**src/rtl/hit_readout.sv**
```systemverilog
// hit_readout: streams the stored hits of one SSID from the HNM/HCM/HIM block-memory hit store
// Optional macro READOUT_SSID_TAG_EN adds output hitSSIDOut carrying the captured SSID with each response.
module hit_readout #(
   parameter int SSIDBITS         = 10,
   parameter int COLINDEXBITS_HNM = 5,
   parameter int ROWINDEXBITS_HNM = 5,
   parameter int HITINFOBITS      = 8,
   parameter int MAXHITNBITS      = 3,
   parameter int ROWINDEXBITS_HIM = 8,
   parameter int MAXHITS          = 4
) (
   input  logic                                  clock,
   input  logic                                  reset,
   input  logic                                  storageReadReady,
   input  logic                                  readRequest,
   input  logic [SSIDBITS-1:0]                   readSSID,
   output logic                                  readAck,
   output logic                                  busy,
   output logic [ROWINDEXBITS_HNM-1:0]           hnmRdAddr,
   input  logic [2**COLINDEXBITS_HNM-1:0]        hnmRdData,
   output logic [SSIDBITS-1:0]                   hcmRdAddr,
   input  logic [ROWINDEXBITS_HIM+MAXHITNBITS-1:0] hcmRdData,
   output logic [ROWINDEXBITS_HIM-1:0]           himRdAddr,
   input  logic [MAXHITS*HITINFOBITS-1:0]        himRdData,
   output logic                                  hitValid,
   input  logic                                  hitReady,
   output logic [HITINFOBITS-1:0]                hitInfoOut,
   output logic                                  hitLast,
   output logic                                  emptyValid,
`ifdef READOUT_SSID_TAG_EN
   output logic [SSIDBITS-1:0]                   hitSSIDOut,
`endif
   output logic                                  countError
);

   localparam logic [MAXHITNBITS-1:0] MAXN = MAXHITNBITS'(MAXHITS);
   localparam logic [MAXHITNBITS-1:0] ONE  = MAXHITNBITS'(1);

   typedef enum logic [3:0] {
      IDLE, HNM_ADDR, HNM_WAIT, HNM_CHK, HCM_ADDR, HCM_WAIT, HCM_CHK,
      HIM_ADDR, HIM_WAIT, HIM_CHK, STREAM, EMPTY
   } state_t;

   state_t                         state_q, state_d;
   logic [SSIDBITS-1:0]            ssid_q, ssid_d;
   logic [ROWINDEXBITS_HNM-1:0]    hnm_addr_q, hnm_addr_d;
   logic [SSIDBITS-1:0]            hcm_addr_q, hcm_addr_d;
   logic [ROWINDEXBITS_HIM-1:0]    him_addr_q, him_addr_d;
   logic [MAXHITNBITS-1:0]         idx_q, idx_d;
   logic [MAXHITS*HITINFOBITS-1:0] word_q, word_d;
   logic                           err_q, err_d;
   logic [MAXHITNBITS-1:0]         hit_n, n_clamp;

   assign hit_n   = hcmRdData[MAXHITNBITS-1:0];
   assign n_clamp = (hit_n > MAXN) ? MAXN : hit_n;

   assign busy       = state_q != IDLE;
   assign hitValid   = state_q == STREAM;
   assign hitLast    = hitValid && idx_q == '0;
   assign hitInfoOut = hitValid ? word_q[idx_q*HITINFOBITS +: HITINFOBITS] : '0;
   assign emptyValid = state_q == EMPTY;
   assign hnmRdAddr  = hnm_addr_q;
   assign hcmRdAddr  = hcm_addr_q;
   assign himRdAddr  = him_addr_q;
   assign countError = err_q;
`ifdef READOUT_SSID_TAG_EN
   assign hitSSIDOut = (hitValid || emptyValid) ? ssid_q : '0;
`endif

   // Next-state: walk HNM -> HCM -> HIM with two-cycle reads, then stream oldest record first
   always_comb begin
      state_d    = state_q;
      ssid_d     = ssid_q;
      hnm_addr_d = hnm_addr_q;
      hcm_addr_d = hcm_addr_q;
      him_addr_d = him_addr_q;
      idx_d      = idx_q;
      word_d     = word_q;
      err_d      = err_q;
      readAck    = 1'b0;
      case (state_q)
         IDLE:
            if (readRequest && storageReadReady && !reset) begin
               readAck = 1'b1;
               ssid_d  = readSSID;
               state_d = HNM_ADDR;
            end
         HNM_ADDR: begin
            hnm_addr_d = ssid_q[COLINDEXBITS_HNM +: ROWINDEXBITS_HNM];
            state_d    = HNM_WAIT;
         end
         HNM_WAIT: state_d = HNM_CHK;
         HNM_CHK:  state_d = hnmRdData[ssid_q[COLINDEXBITS_HNM-1:0]] ? HCM_ADDR : EMPTY;
         HCM_ADDR: begin
            hcm_addr_d = ssid_q;
            state_d    = HCM_WAIT;
         end
         HCM_WAIT: state_d = HCM_CHK;
         HCM_CHK: begin
            him_addr_d = hcmRdData[MAXHITNBITS +: ROWINDEXBITS_HIM];
            idx_d      = n_clamp - ONE;
            err_d      = err_q || hit_n == '0 || hit_n > MAXN;
            state_d    = (hit_n == '0) ? EMPTY : HIM_ADDR;
         end
         HIM_ADDR: state_d = HIM_WAIT;
         HIM_WAIT: state_d = HIM_CHK;
         HIM_CHK: begin
            word_d  = himRdData;
            state_d = STREAM;
         end
         STREAM:
            if (hitReady) begin
               idx_d   = idx_q - ONE;
               state_d = (idx_q == '0) ? IDLE : STREAM;
            end
         EMPTY:    state_d = IDLE;
         default:  state_d = IDLE;
      endcase
   end

   // State and datapath registers; async reset drops any query in flight
   always_ff @(posedge clock or posedge reset) begin
      if (reset) begin
         state_q    <= IDLE;
         ssid_q     <= '0;
         hnm_addr_q <= '0;
         hcm_addr_q <= '0;
         him_addr_q <= '0;
         idx_q      <= '0;
         word_q     <= '0;
         err_q      <= 1'b0;
      end else begin
         state_q    <= state_d;
         ssid_q     <= ssid_d;
         hnm_addr_q <= hnm_addr_d;
         hcm_addr_q <= hcm_addr_d;
         him_addr_q <= him_addr_d;
         idx_q      <= idx_d;
         word_q     <= word_d;
         err_q      <= err_d;
      end
   end

endmodule

```
**config.mk**
```make
export PLATFORM = sky130hd
export DESIGN_NAME = hit_readout
export DESIGN_NICKNAME = d
export VERILOG_FILES = /design/src/rtl/hit_readout.sv
export SDC_FILE = /design/constraint.sdc
export NUM_CORES = 1
export LEC_CHECK = 0
export ABC_AREA = 1
export BUFFER_PORTS_ARGS = -buffer_cell sky130_fd_sc_hd__buf_2
export CORE_MARGIN = 2
export CORE_UTILIZATION = 50
export CTS_BUF_LIST = sky130_fd_sc_hd__clkbuf_8 sky130_fd_sc_hd__clkbuf_16
export DETAILED_ROUTE_END_ITERATION = 10
export GPL_TIMING_DRIVEN = 1
export HOLD_SLACK_MARGIN = 0.02
export PLACE_DENSITY = 0.8
export SYNTH_ARGS = -nofsm -noshare
export SYNTH_HDL_FRONTEND = slang
export SYNTH_SLANG_ARGS = --single-unit
```
**constraint.sdc**
```tcl
create_clock -name clock -period 5.1 [get_ports clock]
set_clock_uncertainty 0.2 [all_clocks]
set_input_delay 1.02 -clock clock [delete_from_list [all_inputs] [get_ports clock]]
set_output_delay 1.02 -clock clock [all_outputs]
set_load 0.02 [all_outputs]
```
==> results.tsv <==
metric	value	unit
nets@finish	625	
cell area after technology mapping	3580	µm²
number of design-rule violations left by the first detailed-router iteration	238	
result of the run	finished, final reports clean	
worst skew pair latency	0.34	ns
number of resized instances in the post-cts repair step	0	
mean post-synth cell area	8.70	µm²
total CTS buffers	9	
maximum count of clock buffers along a single path	2	
GRT Resource Usage Total	21.8	%
Worst setup SP type	flip-flop	
fraction of final layout cells sized beyond drive strength 1	34.4	%
number of inserted filler cells in the final layout	602	
Data arrival, critical path	1.99	ns
TritonCTS clock tree	built	
IR Drop Worst-Case VDD	0.302	mV
Critical Path Sink Type	primary output	
CP max-delay cell	dfrtp_1	
capture instance of the worst register-to-register path	idx_q[2]	
Mapped Cells	411	
end point of the worst hold path	hcmRdAddr[4]	
power share of the combinational group	42.0	%
core region area	6870	µm²
Area Overhead vs Synth	23.1	%
count of maximum capacitance violations	0	
clock transition at the registers of the reported paths	0.07	ns
most common library cell in the layout ignoring fill and taps	buf_2	
unrepaired setup endpoints after global routing	false	
RD Place Congestion	0.928	
number of distinct library cell variants in the gate-level netlist after synthesis	29	
measured slew at the worst slew-check pin	0.900	ns
grt total ovfl	0	
die area	7840	µm²
buffers inserted by post-CTS timing repair	0	
Relative slew margins	40.0	%
endpoints failing setup	0	
total net switching power	1.05	mW
Sw Share	41.4	%
Syn Nets	502	
Critical Setup Path Class	reg -> out	
HPWL reported at the end of detailed placement	6400	µm
Vias	3181	
final cell area excluding filler cells	4400	µm²
final worst-path cycle share	62.9	%
IO Pins	127	
Die Y-Extent	88.6	µm
pin count of the biggest net entering global routing	74	
final hold violations	0	
number of remaining DRC errors	0	
Crit path required time	3.88	ns
starting density of the core	52.1	%
cell family with most CP delay	flip-flops	
launch instance of the worst min-delay path	hcmRdAddr[4]	
r2r startpoint	idx_q[0]	
remaining number of nets flagged by the antenna check after routing	0	
sequential fraction of the synthesis area	51.1	%
post-detailed-route wirelength per cell	13.4	µm
Levels on crit path	5	
total of flip-flops plus latches after synthesis	73	
number of buffers and inverters on the critical path	2	
minimum setup slack among reg-to-reg paths	2.98	ns
fin crit period	3.21	ns
Max Fanout on Critical Path	22	
Cell Area, Placed	4240	µm²
ordered list of cells on the worst path	inv_1, a21oi_1, o21ai_0, a21oi_1, buf_2	
fmax	0.312	GHz
Die Width	88.6	µm
cell-internal power	1.49	mW
CTS Root Buffer Type	clkbuf_8	
via count normalized by instance count	5.02	
worst hold path stage count	2	
total power density per cell area	576	nW/µm²
FP Rows	30	
clock network fraction of design power	15.2	%
number of synthesis warnings	0	
number of sinks handled by clock tree synthesis	73	
number of diodes	0	
depth of the CTS H-tree	3	
Port Buffers	126	
length of the first detailed-routing pass in iterations	4	
Crit path top cell by count	a21oi_1	
standby leakage power	2.33	nW
Slew Viols, Final	0	
wire length of the first global-routing pass	13200	µm
Reg power frac	42.8	%
peak per-stage delay on the critical path	0.60	ns
quantity of hold-fixing buffers added after cts	0	
highest-count cells in the layout ignoring fill and taps	126 x buf_2, 99 x nand2_1, 73 x dfrtp_1	
number of antenna violations at the first check in global routing	0	
Worst Reg2Reg Path Length in Cells	6	
worst hold-check path type	reg -> reg	
detailed-route wire length	8470	µm
vias in the first global route	2985	
total negative setup slack	0	ns
==> layer usage <==
layer	GRT usage (%)	up-vias	part of all wire (%)
met2	34.4	109	49
li1	-	1579	-
met1	29.3	1481	44
met4	9.78	0	1.5
met5	0	-	0
met3	4.57	12	5.9
==> worst max path at each step <==
stage	startpoint	endpoint
finish	idx_q[0]	hitInfoOut[0]
detailed placement	reset	readAck
global route	idx_q[0]	hitInfoOut[1]
floorplan	reset	readAck
global placement	reset	readAck
CTS	idx_q[0]	hitInfoOut[1]
==> tightest hold or removal path, cell delays in order, from the launching register on <==
cell     delay (ns)
dfrtp_1        0.34
nand2_1        0.05
o21ai_0        0.06
==> stage by stage <==
step,total power [mW],hold slack [ns],utilization [%],worst slack [ns],std cells
5_1_grt,2.74,0.313,64.1,1.66,634
3_5_place_dp,2.16,0.269,61.7,2.02,619
3_3_place_gp,2.11,0.262,61.7,2.06,619
6_report,2.54,0.288,64.1,1.89,634
2_1_floorplan,1.87,0.274,-,0.631,411
4_1_cts,2.55,0.289,64.1,1.90,634
==> state kept, by name, summed over array words and instances, names as in the netlist <==
name,flops
countError,1
himRdAddr,8
state_q,4
ssid_q,10
word_q,32
idx_q,3
hnmRdAddr,5
hcmRdAddr,10
==> logic make-up (layout without fill, tap and decap cells) <==
logic type,count (synthesis),in the layout,share of synthesized area [%]
flip-flops,73,73,51.1
adder cells (fa/ha/maj),1,1,0.350
buffers and inverters,51,178,6.79
AND/OR/NAND/NOR,186,186,21.7
AO/OA/AOI/OAI,73,73,10.5
multiplexers,27,27,9.55
==> power groups by stage <==
stage                     registers, mW  clock network [mW]  logic [mW]
after CTS                          1.08               0.393        1.07
after global placement             1.08                   0        1.03
final                              1.08               0.386        1.07
after floorplan                    1.11                   0       0.756
after detailed placement           1.09                   0        1.07
after global routing               1.12               0.420        1.20
==> synth_stat cells <==
master,number,area [µm²]
inv_2,4,15.0
o211ai_1,1,7.51
clkbuf_1,7,26.3
buf_4,2,15.0
a21oi_1,22,110
nand2_1,99,372
dfrtp_1,73,1830
a22oi_1,1,7.51
buf_6,3,33.8
nor4_1,2,12.5
o21ai_1,3,15.0
mux2_2,17,191
o22ai_1,1,6.26
nand3b_1,1,7.51
nor2_1,45,169
inv_6,1,8.76
nor3_1,3,15.0
nand2_2,7,43.8
o21ai_0,42,210
nand3_2,2,20.0
a21boi_1,1,7.51
ha_1,1,12.5
nor2_2,1,6.26
nand3_1,26,130
buf_8,1,15.0
buf_2,4,20.0
a31oi_1,2,12.5
mux2_4,10,150
inv_1,29,109
==> layout make-up <==
class	count	area, µm²	area share (%)
tap	96	120	2.73
inverter	34	133	3.01
multi-input combinational	287	1510	34.2
clock inverter	5	25.0	0.569
clock buffer	10	138	3.13
timing repair buffer	129	653	14.8
sequential	73	1830	41.5
No activity file was read; power rests on OpenSTA's default activity.
